--- src/rtl/gray_pkg.sv ---
// Shared definitions for the Gray-code decoder family: FSM state encoding,
// the widest supported word, and a one-bit-step helper that the encoder-side
// bench reuses.
package gray_pkg;

  typedef enum logic [1:0] {
    IDLE   = 2'd0,
    DECODE = 2'd1,
    DONE   = 2'd2
  } gray_state_e;

  localparam int GRAY_MAX_WIDTH = 32;

  // True when the two words differ in exactly one bit position.
  function automatic logic hamming_is_one(input logic [GRAY_MAX_WIDTH-1:0] a,
                                          input logic [GRAY_MAX_WIDTH-1:0] b);
    return ($countones(a ^ b) == 1);
  endfunction

endpackage

--- src/rtl/gray_step_checker.sv ---
// Watches the stream of accepted Gray words and raises a sticky flag whenever
// two consecutive words are not exactly one bit apart.  Used by
// gray_to_binary_decoder only when GRAY_STEP_CHECK_EN is defined.
module gray_step_checker
  import gray_pkg::*;
#(
  parameter int WIDTH = 3
) (
  input  logic             clk,
  input  logic             rst,
  input  logic             accept,
  input  logic [WIDTH-1:0] gray,
  output logic             step_err
);

  logic [WIDTH-1:0] prev_gray;
  logic             first_seen;

  // Compare each accepted word against the previous one; the very first word has nothing to compare to.
  always_ff @(posedge clk) begin
    if (rst) begin
      prev_gray  <= '0;
      first_seen <= 1'b0;
      step_err   <= 1'b0;
    end else if (accept) begin
      if (first_seen &&
          !hamming_is_one(GRAY_MAX_WIDTH'(gray), GRAY_MAX_WIDTH'(prev_gray))) begin
        step_err <= 1'b1;
      end
      prev_gray  <= gray;
      first_seen <= 1'b1;
    end
  end

endmodule

--- src/rtl/gray_to_binary_decoder.sv ---
// Iterative Gray-to-binary decoder.  A Gray word is taken over a valid/ready
// handshake and resolved MSB-first, one bit per clock, then presented on an
// output valid/ready handshake.
// Optional build macro GRAY_STEP_CHECK_EN adds a sticky step_err flag that
// trips when consecutive accepted words are not one Gray step apart; without
// it step_err is tied low.
module gray_to_binary_decoder
  import gray_pkg::*;
#(
  parameter int WIDTH = 3
) (
  input  logic             clk,
  input  logic             rst,
  input  logic             in_valid,
  output logic             in_ready,
  input  logic [WIDTH-1:0] in_gray,
  output logic             out_valid,
  input  logic             out_ready,
  output logic [WIDTH-1:0] out_bin,
  output logic             busy,
  output logic             step_err
);

  localparam logic [1:0] S_IDLE   = 2'(IDLE);
  localparam logic [1:0] S_DECODE = 2'(DECODE);
  localparam logic [1:0] S_DONE   = 2'(DONE);

  // The index only has to reach WIDTH-2; keep at least one bit for WIDTH=1/2.
  localparam int IW = (WIDTH > 1) ? $clog2(WIDTH) : 1;
  localparam logic [IW-1:0] IDX_LOAD = (WIDTH > 1) ? IW'(WIDTH - 2) : '0;

  logic [1:0]       state;
  logic [WIDTH-1:0] gray_q;
  logic [IW-1:0]    idx;
  logic [WIDTH-1:0] bin_next;
  logic             accept;

  assign in_ready  = (state == S_IDLE);
  assign busy      = (state == S_DECODE);
  assign out_valid = (state == S_DONE);
  assign accept    = in_valid && in_ready;

  // Resolve the bit selected by idx from the already-resolved bit above it.
  always_comb begin
    bin_next           = out_bin;
    bin_next[WIDTH-1]  = gray_q[WIDTH-1];
    for (int i = 0; i < WIDTH - 1; i++) begin
      if (idx == IW'(i)) begin
        bin_next[i] = out_bin[i+1] ^ gray_q[i];
      end
    end
  end

  // Handshake FSM and bit-serial datapath; reset discards any partial result.
  always_ff @(posedge clk) begin
    if (rst) begin
      state   <= S_IDLE;
      gray_q  <= '0;
      out_bin <= '0;
      idx     <= '0;
    end else begin
      case (state)
        S_IDLE: begin
          if (in_valid) begin
            gray_q           <= in_gray;
            out_bin          <= '0;
            out_bin[WIDTH-1] <= in_gray[WIDTH-1];
            idx              <= IDX_LOAD;
            state            <= (WIDTH == 1) ? S_DONE : S_DECODE;
          end
        end
        S_DECODE: begin
          out_bin <= bin_next;
          if (idx == '0) begin
            state <= S_DONE;
          end else begin
            idx <= idx - 1'b1;
          end
        end
        S_DONE: begin
          if (out_ready) begin
            state <= S_IDLE;
          end
        end
        default: begin
          state <= S_IDLE;
        end
      endcase
    end
  end

`ifdef GRAY_STEP_CHECK_EN
  gray_step_checker #(
    .WIDTH(WIDTH)
  ) u_step_checker (
    .clk     (clk),
    .rst     (rst),
    .accept  (accept),
    .gray    (in_gray),
    .step_err(step_err)
  );
`else
  assign step_err = 1'b0;
`endif

endmodule

--- config.mk ---
export PLATFORM = sky130hd
export DESIGN_NAME = gray_to_binary_decoder
export DESIGN_NICKNAME = d
export VERILOG_FILES = /design/src/rtl/gray_pkg.sv /design/src/rtl/gray_step_checker.sv /design/src/rtl/gray_to_binary_decoder.sv
export SDC_FILE = /design/constraint.sdc
export NUM_CORES = 1
export LEC_CHECK = 0
export ABC_AREA = 1
export CAP_MARGIN = 20
export CELL_PAD_IN_SITES_DETAIL_PLACEMENT = 0
export CELL_PAD_IN_SITES_GLOBAL_PLACEMENT = 1
export CORE_MARGIN = 8
export CORE_UTILIZATION = 34
export DETAILED_ROUTE_END_ITERATION = 12
export PLACE_DENSITY = 0.86
export SLEW_MARGIN = 20
export SYNTH_ARGS = -nofsm -noshare
export SYNTH_HDL_FRONTEND = slang
export SYNTH_SLANG_ARGS = --single-unit
--- constraint.sdc ---
create_clock -name clk -period 3.1 [get_ports clk]
set_input_delay 0.775 -clock clk [delete_from_list [all_inputs] [get_ports clk]]
set_output_delay 0.775 -clock clk [all_outputs]
set_load 0.01 [all_outputs]
==> flow_summary.json, run 1 <==
{
  "dr.pass1.iters": 2,
  "critPathKind": "reg2out",
  "synth_top_area_frac": 0.3478,
  "cts_sinks": 10,
  "status": "complete, no violations",
  "first_global_vias": 477,
  "h-tree-depth": 1,
  "fmax_mhz": 426.7,
  "synthTopCellsByArea": "dfxtp_1, nand2_1, nand3_2",
  "cts-root-buf": "clkbuf_4",
  "fin_crit_ns": 2.343,
  "leakagePower_nw": 0.3678,
  "required_ns": 2.32,
  "endpoint_kind": "primary output",
  "clk_latency_ns": 0.26,
  "final-max-slew-violation-count": 0,
  "grt_use_total": 0.07672,
  "areaGrowthSynthToFinish_pct": 27.61,
  "wl_per_cell_um": 9.513,
  "min_period_over_period": 0.7559,
  "fp.coreArea_mm2": 0.001652,
  "rrSetupSlack_ns": 1.92,
  "hold_path.class": "reg2reg",
  "synth_top_area_cell": "dfxtp_1",
  "synth-edff-count": 0,
  "antenna_found_initial": 0,
  "cts-buffers-inserted": 3,
  "seq_area_frac_synth": 0.3478,
  "cap_violations": 0,
  "final_cells": 115,
  "netlist-cell-type-count": 19,
  "port_buffers": 12,
  "setup-violations-final": 0,
  "ant_nets": 0,
  "reg2reg_to": "idx[1]",
  "ys.flop_type": "dfxtp_1",
  "min_path_cells": 2,
  "die_h_um": 57.15,
  "post_cts_resized": 0,
  "ctsHoldBuffers": 0,
  "powerDensity_mw_per_mm2": 611.8,
  "min_to": "gray_q[2]",
  "fin_nets": 108,
  "hold_viol": 0,
  "vias": 506,
  "tns_ns": 0,
  "num_io_pins": 14,
  "layout-drive-gt1-share": 0.1735,
  "critPathMaxFanout": 9,
  "first_iter_violations": 8,
  "initial_utilization": 0.3485,
  "cts_buffer_depth": 2,
  "place.gp.congestion": 0.7394,
  "place_inst": 111,
  "ys_async_sr_fraction": 0,
  "synth.avg_cell_area_um2": 6.852,
  "viasPerCell": 4.400,
  "fp-row-count": 15,
  "ys_ff_latch": 10,
  "worstReg2RegStart": "idx[0]",
  "drc": 0,
  "fin_skew_ns": 0.0007248,
  "netlist_instances": 84,
  "fin_hold_ws_ns": 0.4629,
  "arrival_ns": 1.57,
  "netlist_area_um2": 575.6,
  "worstSetupStartpointType": "register",
  "post_cts_buffers": 0,
  "r2r_cells": 6,
  "grt_max_degree": 11,
  "hpwl_um": 882.7,
  "synth.most_common_cell": "nand2_1",
  "synthTopCellsByCount": "nand2_1, inv_1, dfxtp_1, nor2_1",
  "routed_wl_um": 1094,
  "yosys_warnings": 0,
  "vdd_drop_max_v": 0.0003805,
  "worst_hold_startpoint": "gray_q[2]",
  "grt_first_pass_wirelength_um": 2021,
  "rsz0062_at_grt": "no",
  "syn-num-nets": 93,
  "antenna_cells": 0,
  "tritoncts": "done",
  "die-area_mm2": 0.003266,
  "overflow": 0,
  "die_w_um": 57.15,
  "clkTransAtPathRegs_ns": 0.07
}
[worst max path at each step]
stage	end	depth (start not counted)	slack [ns]	from
2_1_floorplan	out_valid	2	1.67	state[1]
3_3_place_gp	busy	3	1.05	state[0]
3_5_place_dp	busy	3	1.04	state[0]
4_1_cts	busy	3	0.74	state[0]
5_1_grt	busy	3	0.65	state[0]
6_report	busy	3	0.76	state[0]
[flip-flops by register name, summed over array words and instances (netlist names)]
signal	count
out_bin	3
gray_q	3
idx	2
state	2
[per-layer routing]
metal	up-vias	wire, µm	GRT usage
met2	12	493	0.1178
met5	-	0	0
met3	0	102	0.05322
li1	283	-	-
met1	211	498	0.08355
met4	0	0	0.02013
[logic make-up (layout without fill, tap and decap cells)]
group | after synthesis | after routing | share of synthesized area
buffers and inverters | 20 | 34 | 0.1500
DFF | 10 | 10 | 0.3478
AOI/OAI and AO/OA | 7 | 7 | 0.06086
other | 1 | 1 | 0.006515
and+or+nand+nor | 44 | 44 | 0.3913
adders and majority gates | 2 | 2 | 0.04347
[placed cells by master, fill, tap and decap left out, types with 2 or more instances in the layout]
master / count
a21oi_1: 4
clkbuf_4: 3
clkdlybuf4s50_1: 12
dfxtp_1: 10
ha_1: 2
inv_1: 13
inv_2: 4
nand2_1: 19
nand3_1: 5
nand3_2: 5
nor2_1: 10
nor2_2: 2
o21ai_1: 2
[layout make-up]
class                      count  area (µm²)
clock buffer                   4       36.28
fill                         181       917.1
inverter                      18       67.56
multi-input combinational     54       289.0
sequential                    10       200.2
tap                           17       21.27
timing repair buffer          12       120.1
[power breakdown]
part / internal [W] / leakage, nW / total [W] / switching [W]
registers: 0.000150 / 0.0827 / 0.000170 / 0.0000208
logic: 0.0000734 / 0.264 / 0.000160 / 0.0000861
clock network: 0.0000713 / 0.0210 / 0.000119 / 0.0000480
[worst max-delay path, stage by stage, from the launching register on]
cell	delay, ns
dfxtp_1	0.57
inv_2	0.06
nor2_2	0.12
clkdlybuf4s50_1	0.55
[stage by stage]
step / total power [W] / utilization / worst slack [ns] / cell area [µm²]
after CTS: 0.0004574 / 0.4447 / 0.7381 / 734.5
after detailed placement: 0.0003347 / 0.4227 / 1.035 / 698.2
final: 0.0004493 / 0.4447 / 0.7566 / 734.5
after global placement: 0.0003332 / 0.4227 / 1.051 / 698.2
after floorplan: 0.0002846 / - / 1.673 / 575.6
after global routing: 0.0004900 / 0.4447 / 0.6524 / 734.5
No activity file was read; power rests on OpenSTA's default activity.
==> run 2, diff against run 1 <==
--- a/config.mk
+++ b/config.mk
@@ -10,9 +10,9 @@
 export CELL_PAD_IN_SITES_DETAIL_PLACEMENT = 0
 export CELL_PAD_IN_SITES_GLOBAL_PLACEMENT = 1
 export CORE_MARGIN = 8
-export CORE_UTILIZATION = 34
+export CORE_UTILIZATION = 29
 export DETAILED_ROUTE_END_ITERATION = 12
-export PLACE_DENSITY = 0.86
+export PLACE_DENSITY = 0.78
 export SLEW_MARGIN = 20
 export SYNTH_ARGS = -nofsm -noshare
 export SYNTH_HDL_FRONTEND = slang
==> constraint.sdc (replaced) <==
create_clock -name clk -period 2.1 [get_ports clk]
set_input_delay 0.525 -clock clk [delete_from_list [all_inputs] [get_ports clk]]
set_output_delay 0.525 -clock clk [all_outputs]
set_load 0.01 [all_outputs]
==> run 2 against run 1 <==
Against the previous run: final cell count rose by 7.8%; sequential power is 49% higher; combinational power grew 47%; setup slack lost 0.64 ns; power is 37% higher; sequential share of layout area increased by 0.17 points; critical endpoint is now out_valid.
==> flow_summary.json, run 2 (synthesis gave the netlist of run 1 again) <==
{
  "antenna_found_initial": 0,
  "status": "complete, no violations",
  "first_global_vias": 420,
  "wl_per_cell_um": 9.202,
  "cp_slowest_stage_delay_ns": 0.54,
  "required_ns": 1.57,
  "grt_first_pass_wirelength_um": 1787,
  "port_buffers": 12,
  "critPathMaxFanout": 6,
  "final-max-slew-violation-count": 0,
  "setup-violations-final": 0,
  "crit_chain": "inv_2, nor2_2, clkdlybuf4s50_1",
  "setup_slack_ns": 0.1147,
  "layout_commonest_cell": "nand2_1",
  "dr.pass1.iters": 4,
  "fin_area_um2": 734.5,
  "worstReg2RegStart": "idx[0]",
  "overflow": 0,
  "fin_skew_ns": 0.001713,
  "hold_path.class": "reg2reg",
  "cts_buffer_depth": 2,
  "hold_viol": 0,
  "powerDensity_mw_per_mm2": 841.2,
  "postPlaceCellArea_um2": 710.7,
  "cts-root-buf": "clkbuf_4",
  "fillCellCount": 206,
  "min_to": "gray_q[2]",
  "vdd_drop_max_v": 0.0003744,
  "rrSetupSlack_ns": 0.92,
  "fmax_mhz": 503.7,
  "place.gp.congestion": 0.7354,
  "final_cell_mix": "nand2_1, inv_1, clkdlybuf4s50_1",
  "leakagePower_nw": 0.3608,
  "hpwl_um": 910.3,
  "reg.largest.list": "gray_q x3, out_bin x3",
  "cap_violations": 0,
  "worst_hold_startpoint": "gray_q[2]",
  "fin_hold_ws_ns": 0.4632,
  "tns_ns": 0,
  "reg2reg_to": "idx[1]",
  "vias": 488,
  "wl_met3_um": 52,
  "min_path_cells": 2,
  "wl_met2_um": 598,
  "clkTransAtPathRegs_ns": 0.06,
  "post-route-util": 0.3822,
  "place_ws_ns": 0.2761,
  "post_cts_resized": 1,
  "path_buf_inv": 2,
  "tritoncts": "done",
  "worstSetupStartpointType": "register",
  "arrival_ns": 1.46,
  "r2r_cells": 6,
  "cts_sinks": 10,
  "ctsHoldBuffers": 0,
  "fin_nets": 108,
  "critPathKind": "reg2out",
  "wirelength_met1_um": 458,
  "die-area_mm2": 0.003666,
  "cts-buffers-inserted": 3,
  "die_w_um": 60.55,
  "grt_use_total": 0.06937,
  "rsz0062_at_grt": "no",
  "fp.coreArea_mm2": 0.001922,
  "slowest_stage": "clkdlybuf4s50_1",
  "viasPerCell": 3.935,
  "die_h_um": 60.55,
  "initial_utilization": 0.2995,
  "grt_max_degree": 11,
  "fp-row-count": 16,
  "layout-drive-gt1-share": 0.1753,
  "min_period_over_period": 0.9454,
  "antenna_cells": 0,
  "h-tree-depth": 1,
  "areaGrowthSynthToFinish_pct": 27.61,
  "first_iter_violations": 8,
  "crit_family": "buffers and inverters",
  "drc": 0,
  "post_cts_buffers": 0,
  "ant_nets": 0,
  "routed_wl_um": 1141,
  "fin_crit_ns": 1.985,
  "clk_latency_ns": 0.26,
  "num_io_pins": 14,
  "top_layer_used": "met4",
  "endpoint_kind": "primary output"
}
-- run 2: worst max path at each step --
stage	slack (ns)	endpoint	start	depth (start not counted)
3_5_place_dp	0.28	busy	state[0]	3
5_1_grt	0.04	out_valid	state[1]	3
6_report	0.11	out_valid	state[1]	3
4_1_cts	0.09	out_valid	state[1]	3
2_1_floorplan	0.92	out_valid	state[1]	2
3_3_place_gp	0.29	busy	state[0]	3
-- run 2: final cells by class --
class	instances	area, µm²	area share
Multi-Input combinational cell	54	289.0	0.3935
Sequential cell	10	201.4	0.2743
Timing Repair Buffer	12	120.1	0.1635
Inverter	18	67.56	0.09199
Tap cell	27	33.78	0.04600
Clock buffer	3	22.52	0.03066
-- run 2: metal layers --
metal	track usage	vias up
met4	0.04983	0
met2	0.1250	8
met1	0.06280	197
li1	-	281
met5	0	-
met3	0.02542	2
-- run 2: power breakdown --
part	switching, W	internal, W	total [W]
combinational	0.000126	0.000109	0.000235
sequential	0.0000309	0.000222	0.000253
clock	0.0000638	0.0000662	0.000130
total	0.000221	0.000397	0.000618
-- run 2: tightest hold or removal path, delay by kind of cell, from the launching register on --
kind / cells / cell delay (ns)
flip-flops: 1 / 0.31
AND/OR/NAND/NOR: 1 / 0.06
AO/OA/AOI/OAI: 1 / 0.05
-- run 2: stage by stage --
stage	std cells	power, W
CTS	124	0.0006267
global placement	121	0.0004938
finish	124	0.0006178
floorplan	84	0.0004201
global route	124	0.0006661
detailed placement	121	0.0004932
